--- config.mk ---
export PLATFORM = sky130hd
export DESIGN_NAME = sisc_fetch_flat
export DESIGN_NICKNAME = d
export VERILOG_FILES = /design/src/rtl/sisc_fetch_if.sv /design/src/rtl/sisc_fetch.sv /design/src/flat_wrapper.sv
export SDC_FILE = /design/constraint.sdc
export NUM_CORES = 1
export LEC_CHECK = 0
export BUFFER_PORTS_ARGS = -buffer_cell sky130_fd_sc_hd__buf_2
export CORE_ASPECT_RATIO = 1.25
export CORE_MARGIN = 2
export CORE_UTILIZATION = 40
export DETAILED_ROUTE_END_ITERATION = 8
export GPL_ROUTABILITY_DRIVEN = 0
export GPL_TIMING_DRIVEN = 0
export PLACE_DENSITY_LB_ADDON = 0.15
export SLEW_MARGIN = 20
export SYNTH_ARGS = -nofsm -noshare
export SYNTH_HDL_FRONTEND = slang
export SYNTH_SLANG_ARGS = --single-unit
--- constraint.sdc ---
create_clock -name clk -period 3.1 [get_ports clk]
set_input_delay 0.62 -clock clk [delete_from_list [all_inputs] [get_ports clk]]
set_output_delay 0.62 -clock clk [all_outputs]
set_load 0.03 [all_outputs]
--- src/rtl/sisc_fetch_if.sv ---
// rtl/sisc_fetch_if.sv - instruction memory req/ack bus for the SISC fetch stage
interface sisc_fetch_if #(
  parameter int AW = 16
);
  logic          imem_req;
  logic [AW-1:0] imem_addr;
  logic          imem_ack;
  logic [31:0]   imem_rdata;

  modport master (
    output imem_req,
    output imem_addr,
    input  imem_ack,
    input  imem_rdata
  );

  modport slave (
    input  imem_req,
    input  imem_addr,
    output imem_ack,
    output imem_rdata
  );
endinterface

--- src/rtl/sisc_fetch.sv ---
// rtl/sisc_fetch.sv - SISC fetch stage: pc, IR, imem handshake and branch resolution
module sisc_fetch #(
  parameter int AW          = 16,
  parameter int ACK_TIMEOUT = 16
) (
  input  logic          clk,
  input  logic          rst,
  input  logic          fetch_go,
  input  logic          br_eval,
  input  logic [3:0]    stat,
  sisc_fetch_if.master  mem,
  output logic [3:0]    opcode,
  output logic [3:0]    mm,
  output logic [3:0]    rd,
  output logic [3:0]    rs,
  output logic [3:0]    rt,
  output logic [15:0]   imm,
  output logic [AW-1:0] pc,
  output logic          ir_valid,
  output logic          branch_taken,
  output logic          halted,
  output logic          err
);
  localparam logic [1:0] IDLE  = 2'd0;
  localparam logic [1:0] REQ   = 2'd1;
  localparam logic [1:0] FAULT = 2'd2;

  localparam int            CW   = $clog2(ACK_TIMEOUT + 1);
  localparam logic [CW-1:0] LAST = CW'(ACK_TIMEOUT - 1);

  logic [31:0]   ir;
  logic [1:0]    state;
  logic [CW-1:0] cnt;
  logic          cond;
  logic          br_hit;
  logic          take_br;
  logic [AW-1:0] br_target;

  assign opcode = ir[31:28];
  assign mm     = ir[27:24];
  assign rd     = ir[23:20];
  assign rs     = ir[19:16];
  assign rt     = ir[15:12];
  assign imm    = ir[15:0];

  assign mem.imem_req  = (state == REQ);
  assign mem.imem_addr = pc;

  // BRR/BNR (odd opcodes) are pc-relative to the already-incremented pc
  always_comb begin
    cond      = |(mm & stat);
    br_hit    = 1'b0;
    br_target = imm[AW-1:0];
    case (opcode)
      4'd4:    br_hit = cond;
      4'd5:    br_hit = cond;
      4'd6:    br_hit = !cond;
      4'd7:    br_hit = !cond;
      default: br_hit = 1'b0;
    endcase
    if (opcode[0]) br_target = pc + imm[AW-1:0];
    take_br = (state == IDLE) && ir_valid && br_eval && br_hit;
  end

  always_ff @(posedge clk) begin
    if (rst) begin
      state        <= IDLE;
      pc           <= '0;
      ir           <= '0;
      ir_valid     <= 1'b0;
      branch_taken <= 1'b0;
      halted       <= 1'b0;
      err          <= 1'b0;
      cnt          <= '0;
    end else begin
      branch_taken <= 1'b0;
      case (state)
        IDLE: begin
          if (take_br) begin
            pc           <= br_target;
            branch_taken <= 1'b1;
          end
          // a same-cycle branch and fetch both land here; the request then sees the new pc
          if (fetch_go && !halted && !err) begin
            state    <= REQ;
            ir_valid <= 1'b0;
            cnt      <= '0;
          end
        end
        REQ: begin
          if (mem.imem_ack) begin
            ir       <= mem.imem_rdata;
            pc       <= pc + AW'(1);
            ir_valid <= 1'b1;
            state    <= IDLE;
            if (mem.imem_rdata[31:28] == 4'hF) halted <= 1'b1;
          end else if (cnt == LAST) begin
            state <= FAULT;
            err   <= 1'b1;
          end else begin
            cnt <= cnt + CW'(1);
          end
        end
        FAULT: state <= FAULT;
        default: state <= IDLE;
      endcase
    end
  end
endmodule

--- src/flat_wrapper.sv ---
// flat-port wrapper written by rule: the top's interface ports become plain ports
module sisc_fetch_flat 
#(
  parameter int AW          = 16,
  parameter int ACK_TIMEOUT = 16
)
  (clk, rst, fetch_go, br_eval, stat, opcode, mm, rd, rs, rt, imm, pc, ir_valid, branch_taken, halted, err, mem_imem_req, mem_imem_addr, mem_imem_ack, mem_imem_rdata);
  sisc_fetch_if #(.AW(AW)) mem_i ();
  input  logic clk;
  input  logic rst;
  input  logic fetch_go;
  input  logic br_eval;
  input  logic [3:0] stat;
  output logic [3:0] opcode;
  output logic [3:0] mm;
  output logic [3:0] rd;
  output logic [3:0] rs;
  output logic [3:0] rt;
  output logic [15:0] imm;
  output logic [AW-1:0] pc;
  output logic ir_valid;
  output logic branch_taken;
  output logic halted;
  output logic err;
  output wire logic [$bits(mem_i.imem_req)-1:0] mem_imem_req;
  output wire logic [$bits(mem_i.imem_addr)-1:0] mem_imem_addr;
  input wire logic [$bits(mem_i.imem_ack)-1:0] mem_imem_ack;
  input wire logic [$bits(mem_i.imem_rdata)-1:0] mem_imem_rdata;
  assign mem_imem_req = mem_i.imem_req;
  assign mem_imem_addr = mem_i.imem_addr;
  assign mem_i.imem_ack = mem_imem_ack;
  assign mem_i.imem_rdata = mem_imem_rdata;
  sisc_fetch #(.AW(AW), .ACK_TIMEOUT(ACK_TIMEOUT)) u_core (.clk(clk), .rst(rst), .fetch_go(fetch_go), .br_eval(br_eval), .stat(stat), .mem(mem_i), .opcode(opcode), .mm(mm), .rd(rd), .rs(rs), .rt(rt), .imm(imm), .pc(pc), .ir_valid(ir_valid), .branch_taken(branch_taken), .halted(halted), .err(err));
endmodule
# After elaboration in Yosys (flattened, before gate mapping)
# Cells that the tools add are included.
[op_classes]
addsub = 3
eq_ne = 14
mux = 17
bitwise_logic = 3
reduce_logical = 21
[op_table]
columns = ["op", "n"]
rows = [
  ["2-to-1 mux 16 bit", 3],
  ["case mux 16 bit (2 select lines)", 1],
  ["adder 16 x 1 -> 16 bit, second input constant", 1],
  ["adder 16 bit", 1],
  ["equality test 4 x 3 -> 1 bit, second input constant", 4],
  ["2-to-1 mux 5 bit", 3],
  ["AND reduction 3 bit", 4],
  ["case mux 5 bit (2 select lines)", 1],
  ["2-to-1 mux 2 bit", 3],
  ["!= test 2 bit, second input constant", 3],
  ["case mux 2 bit (3 select lines)", 1],
  ["OR reduction 2 bit", 3],
  ["adder 5 x 1 -> 5 bit, second input constant", 1],
  ["equality test 5 x 4 -> 1 bit, second input constant", 1],
  ["logical AND 1 bit", 5],
  ["AND 4 bit", 1],
  ["equality test 4 bit, second input constant", 1],
  ["!= test 2 x 1 -> 1 bit, second input constant", 2],
  ["case mux 1 bit (2 select lines)", 2],
  ["AND reduction 2 bit", 2],
  ["AND reduction 4 bit", 1],
  ["OR reduction 4 bit", 1],
  ["zero test 1 bit", 3],
  ["2-to-1 mux 1 bit", 3],
  ["6 further kinds", 7],
]
[word_totals]
regBits = 59
out_inout_bits = 73
word_cells = 66

# Depth between registers and ports, before layout
[logic_depth]
depth_word = 7
mapped_depth = 8

# Worst setup path after synthesis
# Ideal clock, no wire load.
[synth_path]
kind = "register to register"
from = "register u_core.pc[0], in the netlist u_core.mem.imem_addr[0]"
to = "register u_core.pc[8], in the netlist u_core.mem.imem_addr[8]"
setup_time_ns = 0.122
t_arrival_ns = 2.266
t_required_ns = 2.978
path_slack_ns = 0.711
stages_incl_launch_ff = 9
n_path_buf = 0
period_less_slack_ns = 2.389
cell_sequence = "dfxtp_1 -> ha_1 -> fa_1 -> a21oi_1 -> o21ai_0 -> a2111oi_0 -> o21bai_1 -> a311oi_1 -> nor3_1"
[synth_via]
elab_chain_cells = 4
elab_cells_between_ends = 6
classes_between = "add/sub (2); mux (4)"
[synth_rtl]
columns = ["item", "line_no", "rtl"]
rows = [
  ["from (decl)", "sisc_fetch.sv:18", "output logic [AW-1:0] pc,"],
  ["from (signal assigned)", "sisc_fetch.sv:80", "pc <= br_target;"],
  ["from (signal assigned)", "sisc_fetch.sv:93", "pc <= pc + AW'(1);"],
  ["adder 16 bit", "sisc_fetch.sv:61", "if (opcode[0]) br_target = pc + imm[AW-1:0];"],
  ["2-to-1 mux 16 bit", "sisc_fetch.sv:61", ""],
  ["2-to-1 mux 16 bit", "sisc_fetch.sv:79", "if (take_br) begin"],
  ["case mux 16 bit (2 select lines) (*)", "sisc_fetch.sv:77", "case (state)"],
]
# Every way passes the cells marked *; elsewhere a longest branch is shown, timed or not. The select of a mux whose other input is x is not followed.
# A chain may end at the register's enable or synchronous reset.

# Final worst setup path
[layout_path]
from = "register u_core.state[1]"
to = "output mem_imem_req"
[layout_via]
elab_chain_cells = 1
[layout_rtl]
columns = ["item", "line_no", "rtl"]
rows = [
  ["from (decl)", "sisc_fetch.sv:32", "logic [1:0] state;"],
  ["from (signal assigned)", "sisc_fetch.sv:67", "state <= IDLE;"],
  ["from (signal assigned)", "sisc_fetch.sv:85", "state <= REQ;"],
  ["from (signal assigned)", "sisc_fetch.sv:95", "state <= IDLE;"],
  ["equality test 2 x 1 -> 1 bit", "sisc_fetch.sv:46", "assign mem.imem_req = (state == REQ);"],
  ["to (decl)", "flat_wrapper.sv:25", "output wire logic [$bits(mem_i.imem_req)-1:0] mem_imem_req;"],
]
# No other way between the ends.

==> results.txt <==
The clock tree buffer depth is 2, and the peak ir drop on the vdd network is 0.000346 V. The run gives 0 as the quantity of gates resized following cts. For the finished layout, the period the worst path requires is 2750 ps. In this run the number of H-tree levels came out at 3. At the pin with the least slew margin, the transition time is 717 ps.

The floorplan step set the die height to 112 um. Hold-fix buffer count after cts: 0. The sequential element share of the synthesized area was 0.319. The count of placed standard cells including taps was 727; the maximum fanout along the worst path was 10.

The number of cells in the finished layout apart from fillers is 743. Of all cell types, the one taking the most synthesized area is sky130_fd_sc_hd__dfxtp_1. The tools report the hold path startpoint as u_core.ir[16]$_SDFFE_PP0P_.

Counting flops with a built-in enable in the synthesized netlist gives 0. Initial core utilization: 0.408. The tools report the worst flop-to-flop path endpoint as u_core.mem.imem_addr[8]$_SDFFE_PP0P_.

Input and output buffers added on the ports amount to 111. Once the clock tree was built, the setup fixing pass inserted 0 buffers. Dividing the detail-routed via count by the number of cells gives 5.39. The all-layer global routing usage is 0.233, and the fraction of the cycle the final worst path needs is 0.889. The tools report the via count of the first global-routing pass as 3806.

For the floorplan row count, the log shows 39. TritonCTS built the clock tree. Type of the tightest min-delay check: reg2reg. The routed layout has 4005 vias. The area fraction of the dominant cell type after synthesis is 0.319. Based on the critical path, the design can be clocked at up to 0.363 GHz. The netlist area before placement came out at 0.00371 mm2. After routing, the total negative slack on setup checks comes to 0 ps. Counting every net in the synthesized netlist gives 553. For the total net switching power, the log shows 0.557 mW. From left edge to right edge, the die measures 90.1 um. Counting distinct cell types in the post-synthesis netlist gives 58. The startpoint identified for the worst register-to-register timing path is u_core.mem.imem_addr[0]$_SDFFE_PP0P_. Once layout is done, the placed cells without fillers occupy 0.00469 mm2. Along the worst hold path, the cell count comes to 2.

The final layout contains routed wiring with a total length of 11.7 mm. The power density relative to cell area is 432 mW/mm2, and the number of DRC markers in iteration 0 is 312. The tools report the detailed-routing iteration count for the pre-antenna-repair pass as 5.

The share of synthesized flip-flops with an asynchronous set or reset is 0, and the remaining global-route overflow is 0. The sequential share of power came out at 0.401. In this run the cell area measured after placement is 0.00442 mm2.

The number of antenna violations at the first check in global routing is 0. The die covers 0.0101 mm2. The antenna diode count came out at 0. The clock slew at the register clock pins of the worst setup and hold paths is 50 ps. The internal portion of the total power is 1.47 mW. Power share of the clock group: 0.448.

Once detail routing completed, the nets flagged for antenna violations numbered 0. A synthesized cell averages 7.52 um2. For the area inside the core boundary, the log shows 0.00908 mm2. The total count of hold-check failures in the final report came out at 0. For the worst setup path, the data required time is 2480 ps. The design draws 2.03 mW. The share of cells above drive strength 1 was 0.250; the worst reg-to-reg path cell count was 8. The detailed-placement wirelength estimate is 8.97 mm.

The synthesized flop and latch total came out at 59. The number of clock sinks was 59. Setup repair after global routing left no endpoint under its margin. In this run the static leakage power is 2.03 nW. Synthesis produced 493 cells. The data arrival time of the critical path came out at 2130 ps. End of the worst hold path: u_core.ir[16]$_SDFFE_PP0P_. The tools report the residual DRC count as 0. Switching share of total power: 0.275. Across all register-to-register paths, the minimum setup slack is 360 ps. Counting the buffers created by CTS gives 9.

The worst setup path is of the reg2out kind. In the final design database the tool counted 675 nets. The utilization after layout is 0.517. The tools report the pin count of the biggest net entering global routing as 11. The most used flip-flop cell after synthesis is sky130_fd_sc_hd__dfxtp_1. In this run the clock root is driven by a sky130_fd_sc_hd__clkbuf_16.

The headroom to the max-slew limit was 0.522. Yosys attributes the largest share of cell area to sky130_fd_sc_hd__dfxtp_1, sky130_fd_sc_hd__nand2_1, sky130_fd_sc_hd__a21oi_1. Pin placement for this block handled 114 I/O pins. Clock skew on the completed layout was measured at 7.34 ps.

The synthesis-to-finish area growth is 26.5%, and the first-pass GRT wire length is 18.8 mm. The tools report the warning count from the yosys run as 0. The total of endpoints with negative setup slack in the final report is 0, and the count of max-cap constraint violations is 0. The final number of max-transition violations was 0. For the worst-skew pair, the clock arrives at the later sink with an insertion delay of 330 ps. Dividing the detail-routed wire length by the instance count gives 15.7 um.

STA classifies the critical path endpoint as an output pin. The worst setup path is launched from a register. The logic gate share of total power is 0.150. The run finished with clean final reports.
[final cells by class]
type	count	area, um2
Tap cell	123	154
Fill cell	951	4390
Timing Repair Buffer	111	556
Sequential cell	59	1180
Clock buffer	14	264
Inverter	8	30.0
Multi-Input combinational cell	379	2240
Buffer	47	255
Clock inverter	2	10.0
[how the worst max path moves through the flow]
stage	endpoint	from	slack, ps	depth (start not counted)
after floorplan	u_core.mem.imem_addr[8]$_SDFFE_PP0P_	u_core.mem.imem_addr[0]$_SDFFE_PP0P_	710	8
final	mem_imem_req	u_core.state[1]$_SDFFE_PP0P_	350	5
after global placement	u_core.mem.imem_addr[8]$_SDFFE_PP0P_	u_core.mem.imem_addr[0]$_SDFFE_PP0P_	440	8
after CTS	mem_imem_req	u_core.state[1]$_SDFFE_PP0P_	390	5
after global routing	u_core.mem.imem_addr[8]$_SDFFE_PP0P_	u_core.mem.imem_addr[0]$_SDFFE_PP0P_	100	8
after detailed placement	u_core.mem.imem_addr[8]$_SDFFE_PP0P_	u_core.mem.imem_addr[0]$_SDFFE_PP0P_	440	8
[power groups by stage]
stage	Sequential (mW)	Combinational, mW	Clock, mW
6_report	0.814	0.304	0.909
5_1_grt	0.817	0.334	0.961
4_1_cts	0.813	0.305	0.922
3_5_place_dp	0.828	0.303	0
3_3_place_gp	0.827	0.301	0
2_1_floorplan	0.863	0.163	0
[layer usage]
| metal | part of all wire | GRT usage | vias to the layer above |
|---|---|---|---|
| met3 | 0.060 | 0.0494 | 25 |
| met1 | 0.43 | 0.287 | 1838 |
| met2 | 0.49 | 0.388 | 143 |
| met5 | 0 | 0 | - |
| li1 | - | - | 1999 |
| met4 | 0.029 | 0.109 | 0 |
[through the flow]
step	setup WS, ps	hold WS [ps]
after floorplan	711	464
after global placement	438	442
after detailed placement	441	447
after CTS	388	455
after global routing	96.3	475
final	345	456
[critical path, stage by stage, from the launching register on]
cell and delay [ps]:
sky130_fd_sc_hd__dfxtp_1 320, sky130_fd_sc_hd__nand2b_1 220, sky130_fd_sc_hd__inv_1 190, sky130_fd_sc_hd__buf_2 270
sky130_fd_sc_hd__buf_1 490, sky130_fd_sc_hd__buf_2 310
[cells in the final DEF, fill, tap and decap left out, drive strengths merged, types with 4 or more instances in the layout]
cell / instances
o21a: 7
or3: 5
a21oi: 65
xor2: 5
nand2: 93
clkbuf: 33
nor3: 16
and2: 7
nor4: 4
nand3: 16
ha: 18
xnor2: 7
nand4: 7
a211oi: 5
inv: 8
a31oi: 7
nor2b: 5
o21ai: 26
buf: 139
o211ai: 5
nor2: 27
dfxtp: 59
mux2i: 6
o31ai: 4
[cells in the mapped netlist, types with 8 or more instances]
cell and count:
sky130_fd_sc_hd__a21oi_1 64, sky130_fd_sc_hd__buf_4 20, sky130_fd_sc_hd__clkbuf_1 19, sky130_fd_sc_hd__dfxtp_1 59
sky130_fd_sc_hd__ha_1 18, sky130_fd_sc_hd__inv_1 8, sky130_fd_sc_hd__nand2_1 93, sky130_fd_sc_hd__nand3_1 16
sky130_fd_sc_hd__nor2_1 27, sky130_fd_sc_hd__nor3_1 16, sky130_fd_sc_hd__o21ai_0 26
[state kept, by name, indices dropped and copies added, names as in the netlist]
register and flops:
u_core.err 1, u_core.ir_valid 1, u_core.cnt 5, u_core.ir 32, u_core.halted 1, u_core.branch_taken 1
u_core.state 2, u_core.mem.imem_addr 16
[cells by family (layout without fill, tap and decap cells)]
| family | after synthesis | in the layout | synth area share |
|---|---|---|---|
| AO/OA/AOI/OAI | 147 | 147 | 0.249 |
| XOR/XNOR | 12 | 12 | 0.0284 |
| adder cells (fa/ha/maj) | 19 | 19 | 0.0662 |
| buffers and inverters | 55 | 182 | 0.0770 |
| flip-flops | 59 | 59 | 0.319 |
| multiplexers | 8 | 8 | 0.0223 |
| AND/OR/NAND/NOR | 193 | 193 | 0.238 |
Note: power is estimated with default switching activity, not from simulation.
